### config.mk
export PLATFORM = sky130hd
export DESIGN_NAME = sqrt_result_check
export DESIGN_NICKNAME = d
export VERILOG_FILES = /design/src/rtl/sqrt_pkg.sv /design/src/rtl/sqrt_chk_mul32.sv /design/src/rtl/sqrt_result_check.sv
export SDC_FILE = /design/constraint.sdc
export NUM_CORES = 1
export LEC_CHECK = 0
export CORE_MARGIN = 2
export CORE_UTILIZATION = 59
export CTS_BUF_LIST = sky130_fd_sc_hd__clkbuf_4 sky130_fd_sc_hd__clkbuf_8
export DETAILED_ROUTE_END_ITERATION = 16
export GPL_ROUTABILITY_DRIVEN = 0
export PLACE_DENSITY = 0.85
export SLEW_MARGIN = 20
export SYNTH_ARGS = -nofsm -noshare
export SYNTH_HDL_FRONTEND = slang
export SYNTH_SLANG_ARGS = --single-unit
### constraint.sdc
create_clock -name clk -period 6.5 [get_ports clk]
set_input_delay 1.3 -clock clk [delete_from_list [all_inputs] [get_ports clk]]
set_output_delay 1.3 -clock clk [all_outputs]
set_load 0.05 [all_outputs]
### src/rtl/sqrt_pkg.sv
// -----------------------------------------------------------------------------
// sqrt_pkg
// Shared constants and types for the square-root result checker.
//   NUM_W     : radicand width
//   ROOT_W    : root width as delivered by the square-root engine
//   HALF_W    : significant root width (NUM_W/2)
//   ERR_CNT_W : width of the saturating error counter
//   CNT_W     : width of the multiplier bit counter (log2(HALF_W))
// -----------------------------------------------------------------------------
package sqrt_pkg;

    localparam int NUM_W     = 64;
    localparam int ROOT_W    = 128;
    localparam int HALF_W    = NUM_W / 2;
    localparam int ERR_CNT_W = 16;
    localparam int CNT_W     = $clog2(HALF_W);

    typedef enum logic [1:0] {
        IDLE = 2'd0,
        MUL  = 2'd1,
        CMP  = 2'd2,
        DONE = 2'd3
    } sqrt_chk_state_t;

endpackage

### src/rtl/sqrt_chk_mul32.sv
// -----------------------------------------------------------------------------
// sqrt_chk_mul32
// Sequential shift-add squarer: accumulates operand*operand one multiplier
// bit per cycle over HALF_W cycles after a start pulse.
// Ports:
//   clk       in  : clock, rising edge
//   rst       in  : synchronous active-high reset
//   start_i   in  : load operand, clear accumulator and counter
//   operand_i in  : HALF_W-bit value to square
//   acc_o     out : NUM_W-bit accumulator (operand^2 once the run completes)
//   done_o    out : high in the cycle whose edge processes the last bit
// -----------------------------------------------------------------------------
module sqrt_chk_mul32
    import sqrt_pkg::*;
(
    input  logic              clk,
    input  logic              rst,
    input  logic              start_i,
    input  logic [HALF_W-1:0] operand_i,
    output logic [NUM_W-1:0]  acc_o,
    output logic              done_o
);

    logic [HALF_W-1:0] op_q;
    logic [CNT_W-1:0]  cnt_q;
    logic              run_q;
    logic [NUM_W-1:0]  acc_q;
    logic [NUM_W-1:0]  acc_d;
    logic [NUM_W-1:0]  partial;

    // The operand is both multiplicand and multiplier: add op << i when bit i is set.
    always_comb begin
        // NOTE: every always_comb output gets a default first so no path leaves it unassigned (no latch).
        acc_d   = acc_q;
        partial = {{(NUM_W-HALF_W){1'b0}}, op_q} << cnt_q;
        if (op_q[cnt_q]) begin
            acc_d = acc_q + partial;
        end
    end

    always_ff @(posedge clk) begin
        // NOTE: state registers use non-blocking assignments so every flop samples pre-edge values.
        if (rst) begin
            op_q  <= '0;
            cnt_q <= '0;
            run_q <= 1'b0;
            acc_q <= '0;
        end else if (start_i) begin
            op_q  <= operand_i;
            cnt_q <= '0;
            run_q <= 1'b1;
            acc_q <= '0;
        end else if (run_q) begin
            acc_q <= acc_d;
            cnt_q <= cnt_q + 1'b1;
            if (cnt_q == CNT_W'(HALF_W-1)) begin
                run_q <= 1'b0;
            end
        end
    end

    assign acc_o  = acc_q;
    assign done_o = run_q && (cnt_q == CNT_W'(HALF_W-1));

endmodule

### src/rtl/sqrt_result_check.sv
// -----------------------------------------------------------------------------
// sqrt_result_check
// Verifies that a root delivered by the 64-bit square-root engine is the exact
// floor square root of its radicand: squares the root sequentially, then
// applies r^2 <= num < (r+1)^2, i.e. acc <= num and num - acc <= 2r.
// Optional feature macro: SQRT_CHK_REM_EN adds the out_rem port (num - r^2).
// Ports:
//   clk, rst           : clock and synchronous active-high reset
//   in_valid/in_ready  : input handshake (ready only in IDLE)
//   in_num, in_root    : radicand and root under test
//   out_valid/out_ready: verdict handshake (valid only in DONE)
//   out_pass, out_exact: floor-root verdict, and perfect-square flag
//   out_rem            : remainder when pass, else 0 (SQRT_CHK_REM_EN only)
//   err_cnt            : saturating count of failed checks
//   busy               : FSM not in IDLE
// -----------------------------------------------------------------------------
module sqrt_result_check
    import sqrt_pkg::*;
(
    input  logic                 clk,
    input  logic                 rst,
    input  logic                 in_valid,
    output logic                 in_ready,
    input  logic [NUM_W-1:0]     in_num,
    input  logic [ROOT_W-1:0]    in_root,
    output logic                 out_valid,
    input  logic                 out_ready,
    output logic                 out_pass,
    output logic                 out_exact,
`ifdef SQRT_CHK_REM_EN
    output logic [NUM_W-1:0]     out_rem,
`endif
    output logic [ERR_CNT_W-1:0] err_cnt,
    output logic                 busy
);

    sqrt_chk_state_t state_q, state_d;

    logic              accept;
    logic              root_hi_nz;
    logic              mul_start;
    logic              mul_done;
    logic [NUM_W-1:0]  mul_acc;

    logic [NUM_W-1:0]     num_q;
    logic [HALF_W-1:0]    root_q;
    logic                 fastfail_q;
    logic                 pass_q;
    logic                 exact_q;
    logic [ERR_CNT_W-1:0] err_q;
`ifdef SQRT_CHK_REM_EN
    logic [NUM_W-1:0]     rem_q;
`endif

    logic [NUM_W:0]    num_ext;
    logic [NUM_W:0]    acc_ext;
    logic [NUM_W:0]    diff;
    logic [HALF_W:0]   two_r;
    logic              pass_d;
    logic              exact_d;

    // A root with any bit set above HALF_W cannot be the floor root of an
    // NUM_W-bit radicand, so it skips the multiplier entirely.
    assign root_hi_nz = |in_root[ROOT_W-1:HALF_W];
    assign accept     = in_valid && in_ready;

    sqrt_chk_mul32 u_mul (
        .clk       (clk),
        .rst       (rst),
        .start_i   (mul_start),
        .operand_i (in_root[HALF_W-1:0]),
        .acc_o     (mul_acc),
        .done_o    (mul_done)
    );

    // ---------------- FSM: state register ----------------
    always_ff @(posedge clk) begin
        if (rst) begin
            state_q <= IDLE;
        end else begin
            state_q <= state_d;
        end
    end

    // ---------------- FSM: next state ----------------
    always_comb begin
        state_d = state_q;
        unique case (state_q)
            IDLE: if (accept)    state_d = root_hi_nz ? CMP : MUL;
            MUL:  if (mul_done)  state_d = CMP;
            CMP:                 state_d = DONE;
            DONE: if (out_ready) state_d = IDLE;
            default:             state_d = IDLE;
        endcase
    end

    // ---------------- FSM: outputs ----------------
    always_comb begin
        in_ready  = (state_q == IDLE);
        out_valid = (state_q == DONE);
        busy      = (state_q != IDLE);
        mul_start = (state_q == IDLE) && in_valid && !root_hi_nz;
    end

    // ---------------- Window comparison (65-bit unsigned) ----------------
    always_comb begin
        num_ext = {1'b0, num_q};
        acc_ext = {1'b0, mul_acc};
        diff    = num_ext - acc_ext;
        two_r   = {root_q, 1'b0};
        pass_d  = !fastfail_q
                  && (acc_ext <= num_ext)
                  && (diff <= {{(NUM_W-HALF_W){1'b0}}, two_r});
        exact_d = pass_d && (mul_acc == num_q);
    end

    // ---------------- Operand capture and verdict registers ----------------
    always_ff @(posedge clk) begin
        if (rst) begin
            num_q      <= '0;
            root_q     <= '0;
            fastfail_q <= 1'b0;
            pass_q     <= 1'b0;
            exact_q    <= 1'b0;
            err_q      <= '0;
`ifdef SQRT_CHK_REM_EN
            rem_q      <= '0;
`endif
        end else begin
            if (accept) begin
                num_q      <= in_num;
                root_q     <= in_root[HALF_W-1:0];
                fastfail_q <= root_hi_nz;
            end
            if (state_q == CMP) begin
                pass_q  <= pass_d;
                exact_q <= exact_d;
`ifdef SQRT_CHK_REM_EN
                rem_q   <= pass_d ? diff[NUM_W-1:0] : '0;
`endif
                if (!pass_d && (err_q != {ERR_CNT_W{1'b1}})) begin
                    err_q <= err_q + 1'b1;
                end
            end
        end
    end

    assign out_pass  = pass_q;
    assign out_exact = exact_q;
    assign err_cnt   = err_q;
`ifdef SQRT_CHK_REM_EN
    assign out_rem   = rem_q;
`endif

endmodule

==> results by group, run 1 <==
Outcome
  – Status: finished, final reports clean

Critical path
  – CP Data Arrival Time: 6620 ps
  – Worst Path Max Fanout: 30
  – Crit start category: flop
  – Element type at the critical path end: flop
  – Setup CP Type: flop to flop
  – Critical Path RT: 6940 ps

Logic synthesis
  – Count leader, synth: nand2_1
  – Post-synthesis cell count: 2631
  – Yosys reg bits: 219
  – Simple-Gate Fraction of Synth Area: 22.7%
  – Synth cell count leaders: 390 x nand2_1, 335 x a21oi_1, 266 x nor2_1
  – Synthesized-area fraction occupied by adder cells: 11.0%
  – Synth Area in Compound Gates: 23.6%
  – Xor/xnor share of the synthesized area: 4.52%
  – Synth top area share: 22.9%
  – Asr flop ratio synth: 0%
  – Post-Syn Area per Cell: 7.29 um2
  – Synth area leaders: dfxtp_1 23%, ha_1 11%, a21oi_1 8.7%, nand2_1 7.6%, mux2i_1 5.7%
  – Post-synthesis mux area share: 9.70%
  – YS warnings: 0
  – Sequential-to-total area share from yosys stat: 22.9%
  – Ys flop type: dfxtp_1
  – Combinational family with the most area after synthesis: compound AO/OA/AOI/OAI gates
  – Cell Area, Synth: 0.0192 mm2
  – Largest area contributor in the netlist: dfxtp_1
  – Number of synthesized flops with an enable pin: 0
  – Mapped Nets: 2995
  – Distinct cells, synth: 86

Placed design
  – Placed cells: 3174
  – Pre-CTS WS: -45.4 ps
  – Port Buf Inserts: 216
  – Dpl hpwl: 51.3 mm

Min path
  – Hold Crit Class: flop to flop

Die
  – Die width: 184 um
  – Die Y: 184 um
  – Die Area: 0.0340 mm2
  – Io pins: 217
  – Starting density of the core: 59.4%
  – Row count: 66
  – Area of the core: 0.0323 mm2

Clocking
  – CTS Hold Bufs: 0
  – TritonCTS Buffers: 41
  – Clk buf depth: 3
  – Clock transition at path regs: 60 ps
  – Clock sink count: 219
  – Clk Latency, worst-skew pair: 580 ps
  – Clock root buffer: clkbuf_8
  – CTS tree: done
  – H-Tree Depth: 2

GRT
  – Pin count of the biggest net entering global routing: 98
  – Number of global-route vias before repair: 19.3k
  – Gr ovfl total: 0
  – Number of antenna violations at the first check in global routing: 4
  – GR Util All Layers: 38.1%
  – First-pass GRT wire length: 103 mm

Power and ir drop
  – Peak supply drop: 0.127 mV
  – Pwr/cell area: 215 mW/mm2
  – Total power draw: 0.00486 W
  – Leak pwr: 9.40 nW

STA
  – Slew headroom: 31.3%
  – Setup violators final: 0
  – Worst Tran Pin Value: 1030 ps
  – Hold_ws: 454 ps
  – Fmax: 162 MHz
  – Max Slew Vio Count: 0
  – Final worst-path cycle share: 95.1%
  – Unrepaired setup endpoints after global routing: no
  – Worst Skew: 35.5 ps
  – Post-layout worst setup margin: 320 ps
  – Final hold viol count: 0
  – Final min period: 6180 ps

Cells and area
  – FILL cells: 2591
  – Share of post-route cells with drive strength above 1: 7.12%
  – Final net count: 3141
  – Finished Core Util: 70.1%
  – Multi-input gate area: 0.0138 mm2
  – Area delta synth->final: 18.1%
  – Reg area: 0.00439 mm2
  – Fin cells: 3254

Detailed routing
  – DRC Markers: 0
  – Antenna viol nets, final: 0
  – Total Routed Length: 66.1 mm
  – Drt wl/cell: 20.3 um
  – Number of detailed-route iterations in the first pass: 6
  – Via density: 6.45
  – Vias after detailed routing: 21.0k
  – Starting DRT DRC Count: 2695

Flow run
  – Max Cap Violations: 0
-- worst paths after layout --
kind	start	to	slack, ps	cells after the start
max	num_q[0]$_SDFFE_PP0P_	err_cnt[11]$_SDFFE_PP0P_	320	26
min	root_q[15]$_SDFFE_PP0P_	root_q[15]$_SDFFE_PP0P_	450	2
max reg2reg	num_q[0]$_SDFFE_PP0P_	err_cnt[11]$_SDFFE_PP0P_	320	26
min reg2reg	root_q[15]$_SDFFE_PP0P_	root_q[15]$_SDFFE_PP0P_	450	2
-- flip-flops by register name, summed over array words and instances (netlist names) --
| signal | flops |
|---|---|
| num_q | 64 |
| u_mul.acc_o | 64 |
| root_q | 32 |
| u_mul.op_q | 32 |
| err_cnt | 16 |
| u_mul.cnt_q | 5 |
| state_q | 2 |
| fastfail_q | 1 |
| out_exact | 1 |
| out_pass | 1 |
| u_mul.run_q | 1 |
-- worst max-delay path, cell delays in order, from the launching register on --
cell and delay, ps:
dfxtp_1 330, inv_1 50, ha_1 180, inv_1 70, fa_1 220, nand3_1 130
a21oi_2 220, o21ai_1 160, a2111o_1 470, and2_0 250, o21bai_2 190, a21oi_1 110
xnor2_1 160, ha_1 310, nand3_1 70, or3_1 320, or3_1 440, nor4_4 320
or3_1 160, o2111ai_1 150, or4_1 440, nor4_2 300, nand4_1 190, nor4_4 220
buf_12 210, nor3b_2 70, mux2_4 300
-- placed cells by master (no fill, tap or decap), types with 8 or more instances in the layout --
master and instances:
xor2_1 42, dfxtp_1 215, a211oi_1 13, o21ai_0 129
clkdlybuf4s50_1 215, ha_1 162, nor4_1 37, mux2_2 43
o21ai_1 12, nand2b_1 15, and4_1 13, inv_1 135
and3_1 16, a22o_1 12, mux2i_1 109, mux4_2 10
o22ai_1 24, and2_1 16, o21a_1 22, nand2_1 387
nand4_1 41, clkbuf_8 52, a21o_1 59, xnor2_1 57
buf_4 28, a21oi_1 334, o21bai_1 13, or3_1 21
nor2b_1 25, o31ai_1 15, clkbuf_4 10, o211ai_1 8
nand3_1 39, or4_1 12, nor2_1 265, a31oi_1 12
nor3_1 38
-- area by class of cell --
type / instances / area share, %
diodes: 4 / 0.0442
clock buffers: 62 / 3.49
clock inverters: 12 / 0.658
inverters: 137 / 2.27
multi-input cells: 2132 / 61.0
flip-flops and latches: 219 / 19.4
well taps: 442 / 2.44
repair buffers: 246 / 10.7
-- cells by family after synthesis --
kind of cell / Yosys count
adder cells (fa/ha/maj): 168
AO/OA/AOI/OAI: 744
buffers and inverters: 280
XOR/XNOR: 99
AND/OR/NAND/NOR: 955
multiplexers: 166
flip-flops: 219
-- metrics by stage --
stage	setup TNS, ps	area, um2
2_1_floorplan	0	19200
3_3_place_gp	0	21600
3_5_place_dp	-165	21600
4_1_cts	0	22500
5_1_grt	0	22600
6_report	0	22600
-- layer usage --
| layer | global-route usage (%) | vias up | part of all wire (%) |
|---|---|---|---|
| met2 | 60.7 | 1347 | 44 |
| met5 | 0 | - | 0.020 |
| met3 | 9.11 | 274 | 12 |
| met1 | 47.5 | 9651 | 38 |
| met4 | 21.1 | 2 | 6.2 |
| li1 | - | 9713 | - |
-- power by group --
group	internal [W]	switching, W
Clock	0.000900	0.000631
Combinational	0.000744	0.00114
Sequential	0.00140	0.0000416
Total	0.00304	0.00181
-- timing repair --
| item | CTS | global route |
|---|---|---|
| buffers inserted | 0 | 1 |
| cloned | 0 | 0 |
| pin swaps | 0 | 4 |
| gates resized for setup | 1 | 12 |
| endpoints found under the setup margin | 4 | 18 |
(Power assumes the default switching activity.)
==> run 2, diff against run 1 <==
--- a/config.mk
+++ b/config.mk
@@ -6,11 +6,11 @@
 export NUM_CORES = 1
 export LEC_CHECK = 0
 export CORE_MARGIN = 2
-export CORE_UTILIZATION = 59
+export CORE_UTILIZATION = 35
 export CTS_BUF_LIST = sky130_fd_sc_hd__clkbuf_4 sky130_fd_sc_hd__clkbuf_8
 export DETAILED_ROUTE_END_ITERATION = 16
 export GPL_ROUTABILITY_DRIVEN = 0
-export PLACE_DENSITY = 0.85
+export PLACE_DENSITY = 0.56
 export SLEW_MARGIN = 20
 export SYNTH_ARGS = -nofsm -noshare
 export SYNTH_HDL_FRONTEND = slang
==> run 2 against run 1 <==
Effect of this change: final cell count rose by 7.8%; sequential cell count did not move; via count fell by 6.2%; non-clock buffer count rose by 8; critical endpoint is now err_cnt[13]$_SDFFE_PP0P_; highest routed layer is now met4.
==> results by group, run 2 (synthesized netlist as in run 1, its figures left out) <==
Outcome
  – Status: finished, final reports clean

STA
  – Fmax: 160 MHz
  – Fin Setup TNS: 0 ps
  – Max Slew Vio Count: 0
  – Final hold viol count: 0
  – Final worst-path cycle share: 96.1%
  – Setup violators final: 0
  – Slew headroom: 29.7%
  – Worst Skew: 50.7 ps
  – Worst Tran Pin Value: 1050 ps
  – Final min period: 6240 ps

GRT
  – Gr ovfl total: 0
  – GR Util All Layers: 24.0%
  – Number of antenna violations at the first check in global routing: 1
  – Pin count of the biggest net entering global routing: 97
  – Number of global-route vias before repair: 18.6k
  – First-pass GRT wire length: 107 mm

Die
  – Die width: 238 um
  – Starting density of the core: 35.5%
  – Area of the core: 0.0540 mm2
  – Io pins: 217
  – Row count: 85
  – Die Area: 0.0567 mm2
  – Die Y: 238 um

Clocking
  – Clock root buffer: clkbuf_8
  – Clock transition at path regs: 60 ps
  – H-Tree Depth: 2
  – Clk Latency, worst-skew pair: 630 ps
  – CTS tree: done
  – Clk buf depth: 3
  – Clock sink count: 219
  – TritonCTS Buffers: 40

Critical path
  – Setup slack, reg-to-reg: 260 ps
  – CP Data Arrival Time: 6730 ps
  – Setup CP Type: flop to flop
  – Reg2reg start: u_mul.acc_o[0]$_SDFFE_PP0P_
  – Critical Path RT: 6980 ps
  – Element type at the critical path end: flop
  – R2R depth: 25
  – Worst r2r dst: err_cnt[13]$_SDFFE_PP0P_
  – Crit start category: flop
  – Worst Path Max Fanout: 5
  – Critical Path Max Stage Delay: 450 ps
  – Slowest-stage cell, CP: or4_1

Cells and area
  – Area delta synth->final: 20.2%
  – Share of post-route cells with drive strength above 1: 7.44%
  – Final net count: 3148
  – Commonest cells after routing, fill and taps aside: 387 x nand2_1, 335 x a21oi_1, 265 x nor2_1
  – Reg area: 0.00439 mm2
  – FILL cells: 5479
  – Commonest non-fill, non-tap cell in the layout: nand2_1
  – Fin cells: 3507
  – Multi-input gate area: 0.0139 mm2

Min path
  – Hold Path End: root_q[27]$_SDFFE_PP0P_
  – Hold Crit Class: flop to flop
  – Hold path cells: 2
  – Hold path startpoint: root_q[27]$_SDFFE_PP0P_

Power and ir drop
  – Leak pwr: 9.43 nW
  – Pwr/cell area: 213 mW/mm2
  – Peak supply drop: 0.113 mV

Placed design
  – Dpl hpwl: 56.4 mm
  – Port Buf Inserts: 216
  – Placed cells: 3434

Detailed routing
  – Via density: 5.62
  – Antenna viol nets, final: 0
  – Drt wl/cell: 19.9 um
  – Starting DRT DRC Count: 1535
  – Vias after detailed routing: 19.7k
  – Number of detailed-route iterations in the first pass: 7
  – Total Routed Length: 69.9 mm
  – DRC Markers: 0

Flow run
  – Max Cap Violations: 0
-- run 2: changes by cell type in the layout (fill, tap and decap cells not counted), sizes merged --
cell and delta:
buf +8, clkinv -6, diode -3, clkinvlp -1
bufinv +1
-- run 2: area by class of cell --
class	instances	share of cell area (%)
Timing Repair Buffer	254	10.7
Sequential cell	219	19.0
Multi-Input combinational cell	2132	60.1
Clock inverter	6	0.614
Inverter	137	2.23
Tap cell	696	3.78
Antenna cell	1	0.0109
Clock buffer	62	3.51
-- run 2: what timing repair did --
action,CTS,global route
hold buffers,0,0
buffers inserted,0,4
resized for setup,0,24
setup endpoints to repair,8,18
pin swaps,1,9
-- run 2: per-layer routing --
metal / GRT usage (%) / wire [um]
met5: 0 / 0
met4: 10.3 / 2900
met3: 3.08 / 4400
met2: 39.2 / 31300
met1: 31.7 / 31200
-- run 2: metrics by stage --
stage / hold WS (ps) / instance area [um2] / util, % / setup slack (ps) / total power [W]
global route: 478 / 23000 / 42.7 / -7.31 / 0.00517
CTS: 457 / 22900 / 42.4 / 86.7 / 0.00488
global placement: 446 / 21900 / 40.6 / 203 / 0.00326
detailed placement: 449 / 21900 / 40.6 / 56.9 / 0.00328
finish: 457 / 23000 / 42.7 / 255 / 0.00490
floorplan: 436 / 19200 / - / 824 / 0.00266
-- run 2: how the worst max path moves through the flow --
stage	startpoint	end	slack, ps	cells past startpoint
floorplan	u_mul.acc_o[15]$_SDFFE_PP0P_	err_cnt[11]$_SDFFE_PP0P_	820	25
global placement	u_mul.acc_o[16]$_SDFFE_PP0P_	err_cnt[1]$_SDFFE_PP0P_	200	24
detailed placement	u_mul.acc_o[16]$_SDFFE_PP0P_	err_cnt[1]$_SDFFE_PP0P_	60	24
CTS	u_mul.acc_o[16]$_SDFFE_PP0P_	err_cnt[1]$_SDFFE_PP0P_	90	24
global route	num_q[0]$_SDFFE_PP0P_	err_cnt[13]$_SDFFE_PP0P_	-7	26
finish	u_mul.acc_o[0]$_SDFFE_PP0P_	err_cnt[13]$_SDFFE_PP0P_	260	25
-- run 2: worst max-delay path, delay by kind of cell (launching register included) --
| kind | cells | cell delay, ps |
|---|---|---|
| compound gates | 6 | 1240 |
| xor+xnor | 1 | 150 |
| flops | 1 | 330 |
| mux | 1 | 290 |
| buf+inv | 2 | 280 |
| fa+ha+maj | 3 | 740 |
| simple gates | 12 | 3060 |
-- run 2: power by group --
part           internal, W  total [W]  leakage [nW]  switching [W]
sequential         0.00140    0.00145          1.78      0.0000451
clock             0.000948    0.00158         0.495       0.000633
combinational     0.000747    0.00187          7.15        0.00113
